<file path="src/rtl/tof_i2c_pkg.sv">
// Shared types and constants for the ToF I2C register target.
// Macro TOF_TGT_AUTOINC_EN selects pointer auto-increment after each data byte.
package tof_i2c_pkg;

   typedef enum logic [3:0] {
      ST_IDLE,
      ST_DEVADDR,
      ST_ACK_DEV,
      ST_PTR_HI,
      ST_ACK_HI,
      ST_PTR_LO,
      ST_ACK_LO,
      ST_WR_DATA,
      ST_ACK_WR,
      ST_RD_DATA,
      ST_RD_ACK,
      ST_WAIT_STOP
   } state_t;

   localparam logic [6:0]  DEF_DEV_ADDR = 7'h29;
   localparam logic        SDA_ACK      = 1'b0;
   localparam logic        SDA_NACK     = 1'b1;
   localparam int unsigned BIT_W        = 3;
   localparam int unsigned PTR_W        = 16;

   // Pointer value used for the next data byte of the same transaction.
   function automatic logic [PTR_W-1:0] ptr_advance(input logic [PTR_W-1:0] p);
`ifdef TOF_TGT_AUTOINC_EN
      return p + PTR_W'(1);
`else
      return p;
`endif
   endfunction

endpackage

</file>
<file path="src/rtl/i2c_bus_sync.sv">
// SCL/SDA pad synchronisers with SCL edge and START/STOP condition detection.
module i2c_bus_sync (
   input  logic clk,
   input  logic reset,
   input  logic scl_i,
   input  logic sda_i,
   output logic sda_c,
   output logic scl_rise_c,
   output logic scl_fall_c,
   output logic start_c,
   output logic stop_c
);

   logic [1:0] scl_ff;
   logic [1:0] sda_ff;
   logic       scl_q;
   logic       sda_q;

   // Idle bus level is high, so everything resets to 1.
   always_ff @(posedge clk or posedge reset) begin
      if (reset) begin
         scl_ff <= 2'b11;
         sda_ff <= 2'b11;
         scl_q  <= 1'b1;
         sda_q  <= 1'b1;
      end else begin
         scl_ff <= {scl_ff[0], scl_i};
         sda_ff <= {sda_ff[0], sda_i};
         scl_q  <= scl_ff[1];
         sda_q  <= sda_ff[1];
      end
   end

   assign sda_c      = sda_ff[1];
   assign scl_rise_c = scl_ff[1] & ~scl_q;
   assign scl_fall_c = ~scl_ff[1] & scl_q;
   assign start_c    = scl_ff[1] & scl_q & sda_q & ~sda_ff[1];
   assign stop_c     = scl_ff[1] & scl_q & ~sda_q & sda_ff[1];

endmodule

</file>
<file path="src/rtl/tof_i2c_target.sv">
// I2C target exposing a 2^REG_AW byte register file behind a 16-bit pointer.
// Pointer auto-increment is enabled by defining TOF_TGT_AUTOINC_EN.
module tof_i2c_target
   import tof_i2c_pkg::*;
#(
   parameter logic [6:0]  DEV_ADDR = DEF_DEV_ADDR,
   parameter int unsigned REG_AW   = 8
) (
   input  logic              clk,
   input  logic              reset,
   input  logic              scl_i,
   input  logic              sda_i,
   output logic              sda_oe,
   input  logic              lw_en,
   input  logic [REG_AW-1:0] lw_addr,
   input  logic [7:0]        lw_data,
   output logic              wr_strobe,
   output logic [PTR_W-1:0]  wr_addr,
   output logic [7:0]        wr_data,
   output logic              rd_strobe,
   output logic              busy
);

   localparam int unsigned REG_N = 1 << REG_AW;

   logic             sda_c, scl_rise_c, scl_fall_c, start_c, stop_c;
   state_t           state;
   logic [BIT_W-1:0] bit_cnt;
   logic [6:0]       rx_sr;
   logic [6:0]       tx_sr;
   logic [PTR_W-1:0] ptr;
   logic             rnw;
   logic             ack_phase;
   logic             m_ack;
   logic [7:0]       regfile [REG_N];

   logic [7:0]       rx_byte_c;
   logic             byte_done_c;
   logic             wr_fire_c;
   logic [PTR_W-1:0] ptr_nx_c;
   logic [7:0]       rd_cur_c;
   logic [7:0]       rd_nxt_c;

   i2c_bus_sync u_sync (
      .clk        (clk),
      .reset      (reset),
      .scl_i      (scl_i),
      .sda_i      (sda_i),
      .sda_c      (sda_c),
      .scl_rise_c (scl_rise_c),
      .scl_fall_c (scl_fall_c),
      .start_c    (start_c),
      .stop_c     (stop_c)
   );

   assign rx_byte_c   = {rx_sr, sda_c};
   assign byte_done_c = scl_rise_c & (bit_cnt == BIT_W'(7));
   assign wr_fire_c   = (state == ST_WR_DATA) & byte_done_c & ~start_c & ~stop_c;
   assign ptr_nx_c    = ptr_advance(ptr);
   assign rd_cur_c    = regfile[ptr[REG_AW-1:0]];
   assign rd_nxt_c    = regfile[ptr_nx_c[REG_AW-1:0]];

   // Register file: no reset; the I2C write takes priority over the local port.
   always_ff @(posedge clk) begin
      if (wr_fire_c) begin
         regfile[ptr[REG_AW-1:0]] <= rx_byte_c;
      end else if (lw_en) begin
         regfile[lw_addr] <= lw_data;
      end
   end

   always_ff @(posedge clk or posedge reset) begin
      if (reset) begin
         state     <= ST_IDLE;
         bit_cnt   <= '0;
         rx_sr     <= '0;
         tx_sr     <= '0;
         ptr       <= '0;
         rnw       <= 1'b0;
         ack_phase <= 1'b0;
         m_ack     <= 1'b0;
         sda_oe    <= 1'b0;
         busy      <= 1'b0;
         wr_strobe <= 1'b0;
         wr_addr   <= '0;
         wr_data   <= '0;
         rd_strobe <= 1'b0;
      end else begin
         wr_strobe <= 1'b0;
         rd_strobe <= 1'b0;
         if (stop_c) begin
            state     <= ST_IDLE;
            bit_cnt   <= '0;
            ack_phase <= 1'b0;
            sda_oe    <= 1'b0;
            busy      <= 1'b0;
         end else if (start_c) begin
            state     <= ST_DEVADDR;
            bit_cnt   <= '0;
            ack_phase <= 1'b0;
            sda_oe    <= 1'b0;
         end else begin
            case (state)
               ST_DEVADDR, ST_PTR_HI, ST_PTR_LO, ST_WR_DATA: begin
                  if (scl_rise_c) begin
                     rx_sr   <= rx_byte_c[6:0];
                     bit_cnt <= bit_cnt + BIT_W'(1);
                  end
                  if (byte_done_c) begin
                     if (state == ST_DEVADDR) begin
                        if (rx_byte_c[7:1] == DEV_ADDR) begin
                           busy  <= 1'b1;
                           rnw   <= rx_byte_c[0];
                           state <= ST_ACK_DEV;
                        end else begin
                           busy  <= 1'b0;
                           state <= ST_WAIT_STOP;
                        end
                     end else if (state == ST_PTR_HI) begin
                        ptr[15:8] <= rx_byte_c;
                        state     <= ST_ACK_HI;
                     end else if (state == ST_PTR_LO) begin
                        ptr[7:0] <= rx_byte_c;
                        state    <= ST_ACK_LO;
                     end else begin
                        wr_strobe <= 1'b1;
                        wr_addr   <= ptr;
                        wr_data   <= rx_byte_c;
                        ptr       <= ptr_nx_c;
                        state     <= ST_ACK_WR;
                     end
                  end
               end
               // Drive ACK on the 8th SCL fall, release (or start reading) on the 9th.
               ST_ACK_DEV, ST_ACK_HI, ST_ACK_LO, ST_ACK_WR: begin
                  if (scl_fall_c) begin
                     if (!ack_phase) begin
                        sda_oe    <= ~SDA_ACK;
                        ack_phase <= 1'b1;
                     end else begin
                        ack_phase <= 1'b0;
                        sda_oe    <= 1'b0;
                        if (state == ST_ACK_DEV && rnw) begin
                           tx_sr     <= rd_cur_c[6:0];
                           sda_oe    <= ~rd_cur_c[7];
                           rd_strobe <= 1'b1;
                           state     <= ST_RD_DATA;
                        end else if (state == ST_ACK_DEV) begin
                           state <= ST_PTR_HI;
                        end else if (state == ST_ACK_HI) begin
                           state <= ST_PTR_LO;
                        end else begin
                           state <= ST_WR_DATA;
                        end
                     end
                  end
               end
               ST_RD_DATA: begin
                  if (scl_rise_c) begin
                     bit_cnt <= bit_cnt + BIT_W'(1);
                     if (bit_cnt == BIT_W'(7)) begin
                        ack_phase <= 1'b0;
                        state     <= ST_RD_ACK;
                     end
                  end else if (scl_fall_c) begin
                     sda_oe <= ~tx_sr[6];
                     tx_sr  <= {tx_sr[5:0], 1'b0};
                  end
               end
               ST_RD_ACK: begin
                  if (scl_rise_c && ack_phase) begin
                     m_ack <= (sda_c == SDA_ACK);
                  end
                  if (scl_fall_c) begin
                     if (!ack_phase) begin
                        sda_oe    <= 1'b0;
                        ack_phase <= 1'b1;
                     end else if (m_ack) begin
                        ack_phase <= 1'b0;
                        ptr       <= ptr_nx_c;
                        tx_sr     <= rd_nxt_c[6:0];
                        sda_oe    <= ~rd_nxt_c[7];
                        rd_strobe <= 1'b1;
                        state     <= ST_RD_DATA;
                     end else begin
                        ack_phase <= 1'b0;
                        sda_oe    <= 1'b0;
                        busy      <= 1'b0;
                        state     <= ST_WAIT_STOP;
                     end
                  end
               end
               default: begin
               end
            endcase
         end
      end
   end

endmodule

</file>
<file path="config.mk">
export PLATFORM = sky130hd
export DESIGN_NAME = tof_i2c_target
export DESIGN_NICKNAME = d
export VERILOG_FILES = /design/src/rtl/tof_i2c_pkg.sv /design/src/rtl/i2c_bus_sync.sv /design/src/rtl/tof_i2c_target.sv
export SDC_FILE = /design/constraint.sdc
export NUM_CORES = 2
export LEC_CHECK = 0
export BUFFER_PORTS_ARGS = -buffer_cell sky130_fd_sc_hd__buf_4
export CAP_MARGIN = 40
export CORE_AREA = 2 2 386 388
export DETAILED_ROUTE_END_ITERATION = 10
export DIE_AREA = 0 0 388 390
export GPL_TIMING_DRIVEN = 0
export PLACE_DENSITY_LB_ADDON = 0.3
export RECOVER_POWER = 50
export SYNTH_ARGS = -nofsm -noshare
export SYNTH_HDL_FRONTEND = slang
export SYNTH_SLANG_ARGS = --single-unit
</file>
<file path="constraint.sdc">
create_clock -name clk -period 5.5 [get_ports clk]
set_clock_uncertainty 0.2 [all_clocks]
set_input_delay 0.55 -clock clk [delete_from_list [all_inputs] [get_ports clk]]
set_output_delay 0.55 -clock clk [all_outputs]
set_load 0.01 [all_outputs]
</file>
== Word-level counts from Yosys, hierarchy flattened ==
Memory sizes are Yosys's and may differ from the RTL's.
Index checks and enable logic that the tools add are counted.
Storage, ports and cells
  flip-flop bits (word level): 74
  latch bits: 0
  bits in writable memories: 2048
  memory bits (read-only): 0
  input port bits: 21
  output and inout port bits: 28
  memories kept: 1
Operators by class
  add/sub/neg operators: 1
  $mul: 0
  div/mod/pow operators: 0
  order comparisons: 0
  equal/unequal tests: 36
  shifts and indexed selects: 0
  mux-type cells: 82
  bitwise gates (word level): 22
  reduce and logical (&&, ||, !) cells: 26
Memories
  regfile: words 256, width 8, read ports 1, clocked after memory_dff 0, write ports 1, line tof_i2c_target.sv:35  | logic [7:0] regfile [REG_N];
Operators with widths (count)
  $mux W4: 14
  $mux W7: 8
  $mux W1: 45
  $ne A4 B4 Y1 const B: 9
  $pmux W7 S3: 1
  $reduce_and A7 Y1: 3
  $eq A4 B3 Y1 const B: 4
  $mux W8: 2
  $ne A2 B2 Y1 const B: 8
  $pmux W4 S4: 1
  $mux W3: 5
  $ne A3 B3 Y1 const B: 5
  $eq A4 B4 Y1 const B: 3
  $reduce_and A4 Y1: 3
  $reduce_and A6 Y1: 2
  $reduce_bool A3 Y1: 4
  $and A1 B1 Y1: 11
  $not A1 Y1: 11
  $reduce_and A11 Y1: 1
  $reduce_or A5 Y1: 2
  $eq A4 B2 Y1 const B: 2
  $reduce_and A8 Y1: 1
  $reduce_or A4 Y1: 2
  $reduce_or A8 Y1: 1
  15 further kinds: 19

== Logic depth before layout (Yosys ltp) ==
  word-level depth: 10
  mapped depth: 13

== Modules after synthesis ==
A second synthesis with hierarchy kept.
Unflattened totals
  cells, all modules: 4091
  area total of the unflattened synthesis: 83136.0 µm²
Modules (own cells, without submodules)
  tof_i2c_target: instances 1, cells an instance 4080, area each 82942.0 µm², seq. area each 63200.6 µm²
  i2c_bus_sync: instances 1, cells an instance 11, area each 193.9 µm², seq. area each 157.7 µm²

== Least setup slack after synthesis ==
No wires, ideal clock.
  kind: register to register
  start: register bit_cnt[0]
  end: memory regfile[0][0], data pin
  library setup time: 0.823 ns
  arrival time: 4.821 ns
  required time: 4.477 ns
  slack: -0.344 ns
  stages on the path, launching flop included: 10
  buffers on the path: 3
  cell sequence: dfrtp_1 > ha_1 > ha_1 > nand4bb_1 > o21a_1 > buf_2 > buf_2 > buf_1 > nand2_1 > nand2_1
On the way
  cells in the longest elaborated chain, start to end: 9
Ends and longest elaborated chain
  start: declaration: line tof_i2c_target.sv:28  | logic [BIT_W-1:0] bit_cnt;
  start signal: assignment: line tof_i2c_target.sv:107  | bit_cnt <= bit_cnt + BIT_W'(1);
  start signal: assignment: line tof_i2c_target.sv:160  | bit_cnt <= bit_cnt + BIT_W'(1);
  $eq A3 B3 Y1: line tof_i2c_target.sv:57  | assign byte_done_c = scl_rise_c & (bit_cnt == BIT_W'(7));
  $and A1 B1 Y1: line tof_i2c_target.sv:57
  $and A1 B1 Y1 (3 in a row): line tof_i2c_target.sv:58  | assign wr_fire_c = (state == ST_WR_DATA) & byte_done_c & ~start_c & ~stop_c;
  $mux W1: line tof_i2c_target.sv:65  | if (wr_fire_c) begin
  $mux W1 (not written as such): line tof_i2c_target.sv:68  | regfile[lw_addr] <= lw_data;
  $reduce_or A8 Y1 (no source line)
  $mux W8 (no source line)
  end: declaration: line tof_i2c_target.sv:35
No other way between the ends.

== Final worst setup path ==
  start: register ptr[2]
  end: register tx_sr[3]
On the way
  cells in the longest elaborated chain, start to end: 5
Ends and longest elaborated chain
  start: declaration: line tof_i2c_target.sv:31  | logic [PTR_W-1:0] ptr;
  start signal: assignment: line tof_i2c_target.sv:123  | ptr[7:0] <= rx_byte_c;
  start signal: assignment: line tof_i2c_target.sv:129  | ptr <= ptr_nx_c;
  start signal: assignment: line tof_i2c_target.sv:180  | ptr <= ptr_nx_c;
  $mem_v2 Z256 W8 (*)
  $mux W7, on equally long branches: line tof_i2c_target.sv:178, tof_i2c_target.sv:143
  $mux W7, on equally long branches: line tof_i2c_target.sv:175, tof_i2c_target.sv:137
  $mux W7, on equally long branches: line tof_i2c_target.sv:174, tof_i2c_target.sv:136
  $pmux W7 S3 (*): line tof_i2c_target.sv:103  | case (state)
  end signal: assignment: line tof_i2c_target.sv:144  | tx_sr <= rd_cur_c[6:0];
  end signal: assignment: line tof_i2c_target.sv:167  | tx_sr <= {tx_sr[5:0], 1'b0};
  end signal: assignment: line tof_i2c_target.sv:181  | tx_sr <= rd_nxt_c[6:0];
  end: declaration: line tof_i2c_target.sv:30  | logic [6:0] tx_sr;
Mark *: on every way between the ends. The rest lies on a longest branch, timed or not. The select of a mux whose other input is x is not followed.
A chain may end at the register's enable or synchronous reset.

==> results.cfg <==
[layout]
finish.utilization_pct = 64.1
fillers = 9827
layout-drive-gt1-share_pct = 23.8
final_cell_area_um2 = 94300
flow.area_growth_from_synthesis_pct = 12.9
design.final.nets = 4523

[die]
die_y_um = 390
dieArea_um2 = 151000
rows = 141
die_x_um = 388
total_core_area_um2 = 147000
initial_core_util_pct = 56.8
ios = 49

[cts]
insertion_delay_ns = 0.88
path_clk_slew_ns = 0.06
cts_buffers = 206
cts.sink_count = 2122
clock_tree.root_cell = sky130_fd_sc_hd__clkbuf_16
cts_buffer_depth = 3
cts_tree = yes
ctsHtreeMaxLevel = 4

[synthesis]
syn_area_um2 = 83600
yosys.cell_types.count = 81
yosys_most_used_dff = sky130_fd_sc_hd__edfxtp_1
synth_edf_count = 2048
synthesis.area_per_instance_um2 = 20.6
syn_inst = 4050
postSynthRegisterBits = 2122
synthesis.nets = 4073
synthArstFlopShare_pct = 3.49
yosys_warnings = 0
synth.yosys.seq_area_share_pct = 75.8

[sta]
timing.final.hold_violations = 0
final_min_period_over_clock_period_pct = 105
final.setup.tns_ns = -58.40
finalCriticalPeriod_ns = 5.80
setup_slack_of_the_critical_path_after_layout_ns = -0.298
setup_violations = 668
worst_pin_slew_ns = 3.58
rsz_0062_raised_after_global_routing = no
maxSlewViolCount = 470
max_freq_mhz = 172
timing.max_slew.rel_slack_pct = -139

[hold_path]
hold_crit_depth = 2
hp-class = in -> reg
min_from = sda_i
hold_path_end = u_sync.sda_ff[0]

[worst_setup_path]
timing_worst_setup_path_type = reg -> reg
cp_num_buf_inv = 6
cp-end-kind = flip-flop
critPathMaxFanout = 10
worst_ep_arrival_time_ns = 6.35
reg2reg_from = ptr[2]
required_ns = 6.05
reg2reg_depth = 12
crit_path_start_kind = flip-flop
cp_top_family = buffers and inverters
crit_top_cell = sky130_fd_sc_hd__buf_2
cpMaxStageDelayCell = sky130_fd_sc_hd__buf_2
slowest_delay_ns = 0.64
worst-r2r-setup-slack_ns = -0.30
reg2reg_to = tx_sr[3]
crit_chain = buf_4, buf_2, buf_2, buf_4, buf_2, clkbuf_4, mux2i_1, nor2_1, a211oi_1, nand3_1, nand4_1, o221ai_1

[status]
outcome = complete, but fails checks
failed_checks = capacitance limit, slew limit, setup timing

[run]
max_cap_viols = 7

[drt]
route.vias.total = 49281
dr.first_iter.drc_count = 9583
drc = 0
routed_wirelength_mm = 300
post_drt_via_cell_ratio = 7.46
wl_per_cell_um = 45.4
detail-route-antenna-nets = 0
dr.pass1.iters = 9

[global_route]
grt_start_max_net_pins = 157
antenna_found_initial = 28
grt_pass1_wl_mm = 397
first_global_vias = 45862
global_route.overflow_total = 0
tot_gr_track_use_pct = 39.8

[pwr]
power_frac_seq_pct = 55.4
combPwrFrac_pct = 4.1
peakVddDrop_uv = 297
share_clk_of_total_power_pct = 40.5
power.share.switching_pct = 22.1
total_switching_power_mw = 7.44
totalPowerFinal_mw = 33.7
power_dens_cells_nw_per_um2 = 357
cellInternalPower_mw = 26.2
power.leakage_nw = 29.3

[place]
placement.io_buffers = 48
gpl.final_weighted_congestion = 1.03
placedInstanceArea_um2 = 88200
dp_hpwl_mm = 196
==> cells in the final DEF (no fill, tap or decap), types with 23 or more instances in the layout <==
cell type                   synthesis  final
sky130_fd_sc_hd__buf_2             57     58
sky130_fd_sc_hd__clkinv_1           1     48
sky130_fd_sc_hd__clkbuf_16          0    208
sky130_fd_sc_hd__o21ai_0           43     43
sky130_fd_sc_hd__mux2_2            56     56
sky130_fd_sc_hd__nor2_1           309    307
sky130_fd_sc_hd__nand3_1           36     36
sky130_fd_sc_hd__dfrtp_1           68     68
sky130_fd_sc_hd__buf_4             22    116
sky130_fd_sc_hd__a21oi_1           35     35
sky130_fd_sc_hd__clkbuf_1          69    215
sky130_fd_sc_hd__clkinv_2           0     23
sky130_fd_sc_hd__mux4_1            57     57
sky130_fd_sc_hd__o221ai_1          32     32
sky130_fd_sc_hd__mux2i_1           88     88
sky130_fd_sc_hd__o22ai_1           96     96
sky130_fd_sc_hd__a22oi_1           39     39
sky130_fd_sc_hd__nor3_1            57     57
sky130_fd_sc_hd__buf_6             52     63
sky130_fd_sc_hd__nand2_1          134    125
sky130_fd_sc_hd__buf_8             13     30
sky130_fd_sc_hd__edfxtp_1        2048   2048
sky130_fd_sc_hd__mux4_2           434    434
sky130_fd_sc_hd__nand2b_1          32     33
==> timing repair <==
action                     CTS  global route
pin swaps                    0             0
setup buffers                0             0
setup endpoints to repair  171            54
gates cloned                 0             0
hold buffers                 4             0
hold endpoints to repair    76             0
resized for setup            4             2
==> worst max path at each step <==
stage | startpoint | endpoint | slack (ns) | depth (start not counted)
6_report | ptr[2] | tx_sr[3] | -0.30 | 12
3_5_place_dp | ptr[2] | regfile[127][4] | -0.28 | 12
5_1_grt | bit_cnt[0] | regfile[67][1] | 0.03 | 10
2_1_floorplan | bit_cnt[0] | regfile[0][0] | 1.26 | 9
3_3_place_gp | bit_cnt[0] | regfile[114][4] | -1.47 | 9
4_1_cts | ptr[2] | regfile[47][5] | 0.01 | 12
==> power by group through the flow <==
stage | registers [mW] | logic (mW) | clock network, mW
floorplan | 19.1 | 0.634 | 0
global placement | 19.3 | 1.15 | 0
detailed placement | 19.0 | 1.37 | 0
CTS | 18.7 | 1.37 | 13.5
global route | 18.7 | 1.46 | 14.1
finish | 18.7 | 1.38 | 13.6
==> layout make-up <==
class | count | area (um2) | share of cell area [%]
repair buffers | 242 | 1850 | 1.96
clock inverters | 101 | 897 | 0.951
clock buffers | 266 | 5450 | 5.78
well taps | 1930 | 2410 | 2.56
flip-flops and latches | 2122 | 63400 | 67.2
multi-input cells | 1672 | 18400 | 19.6
plain buffers | 239 | 1790 | 1.90
inverters | 17 | 65.1 | 0.0690
diodes | 20 | 50.0 | 0.0531
==> routing by layer <==
layer	GRT usage [%]	up-vias	wire, um	share of wire [%]
li1	-	17763	-	-
met1	50.5	25182	98300	33
met2	55.8	5096	128000	43
met3	16.7	1222	47900	16
met4	27.8	18	25900	8.6
met5	0.925	-	359	0.12
==> cells by family (layout without fill, tap and decap cells) <==
| kind of cell | after synthesis | count (layout) | share of synthesized area, % |
|---|---|---|---|
| other cells | 0 | 20 | 0 |
| simple gates | 673 | 673 | 3.62 |
| mux | 635 | 635 | 15.3 |
| xor+xnor | 1 | 1 | 0.0105 |
| fa+ha+maj | 2 | 2 | 0.0299 |
| compound gates | 361 | 361 | 3.03 |
| buf+inv | 256 | 865 | 2.21 |
| flops | 2122 | 2122 | 75.8 |
==> worst register-to-register path: cells and delay by family, from the launching register on <==
kind / cells / cell delay, ns
buffers and inverters: 6 / 3.13
AO/OA/AOI/OAI: 2 / 0.66
AND/OR/NAND/NOR: 3 / 1.01
flip-flops: 1 / 0.32
multiplexers: 1 / 0.34
==> synth_stat cells, drive strengths merged (10+ instances only) <==
master   instances  share of area (%)
a2111oi         11               0.12
a211oi          12               0.11
a21oi           35               0.21
a221oi          13               0.14
a22o            12               0.13
a22oi           39               0.35
a31oi           14               0.10
buf            157                1.6
clkbuf          82               0.50
dfrtp           68                2.0
edfxtp        2048                 74
inv             16              0.072
mux2            56               0.75
mux2i           88                1.1
mux4           491                 13
nand2          135               0.61
nand2b          33               0.25
nand3           36               0.22
nand4           10              0.075
nor2           309                1.4
nor2b           23               0.17
nor3            57               0.34
o21ai           46               0.28
o221ai          33               0.35
o22ai           96               0.72
or2             16               0.12
==> sequential cells by signal (all words and copies together) (netlist names) <==
| name | flops |
|---|---|
| ack_phase | 1 |
| bit_cnt | 3 |
| busy | 1 |
| m_ack | 1 |
| ptr | 16 |
| rd_strobe | 1 |
| regfile | 2048 |
| rnw | 1 |
| rx_sr | 7 |
| sda_oe | 1 |
| state | 4 |
| tx_sr | 7 |
| u_sync.scl_ff | 2 |
| u_sync.scl_q | 1 |
| u_sync.sda_ff | 2 |
| u_sync.sda_q | 1 |
| wr_addr | 16 |
| wr_data | 8 |
| wr_strobe | 1 |
==> through the flow <==
| step | setup slack, ns | instances | hold slack (ns) |
|---|---|---|---|
| 6_report | -0.298 | 6609 | 0.132 |
| 5_1_grt | 0.0303 | 6592 | 0.131 |
| 4_1_cts | 0.0132 | 6579 | 0.102 |
| 3_5_place_dp | -0.283 | 6208 | 0.153 |
| 3_3_place_gp | -1.47 | 6028 | 0.150 |
| 2_1_floorplan | 1.26 | 4050 | 0.145 |
No activity file was read; power rests on OpenSTA's default activity.
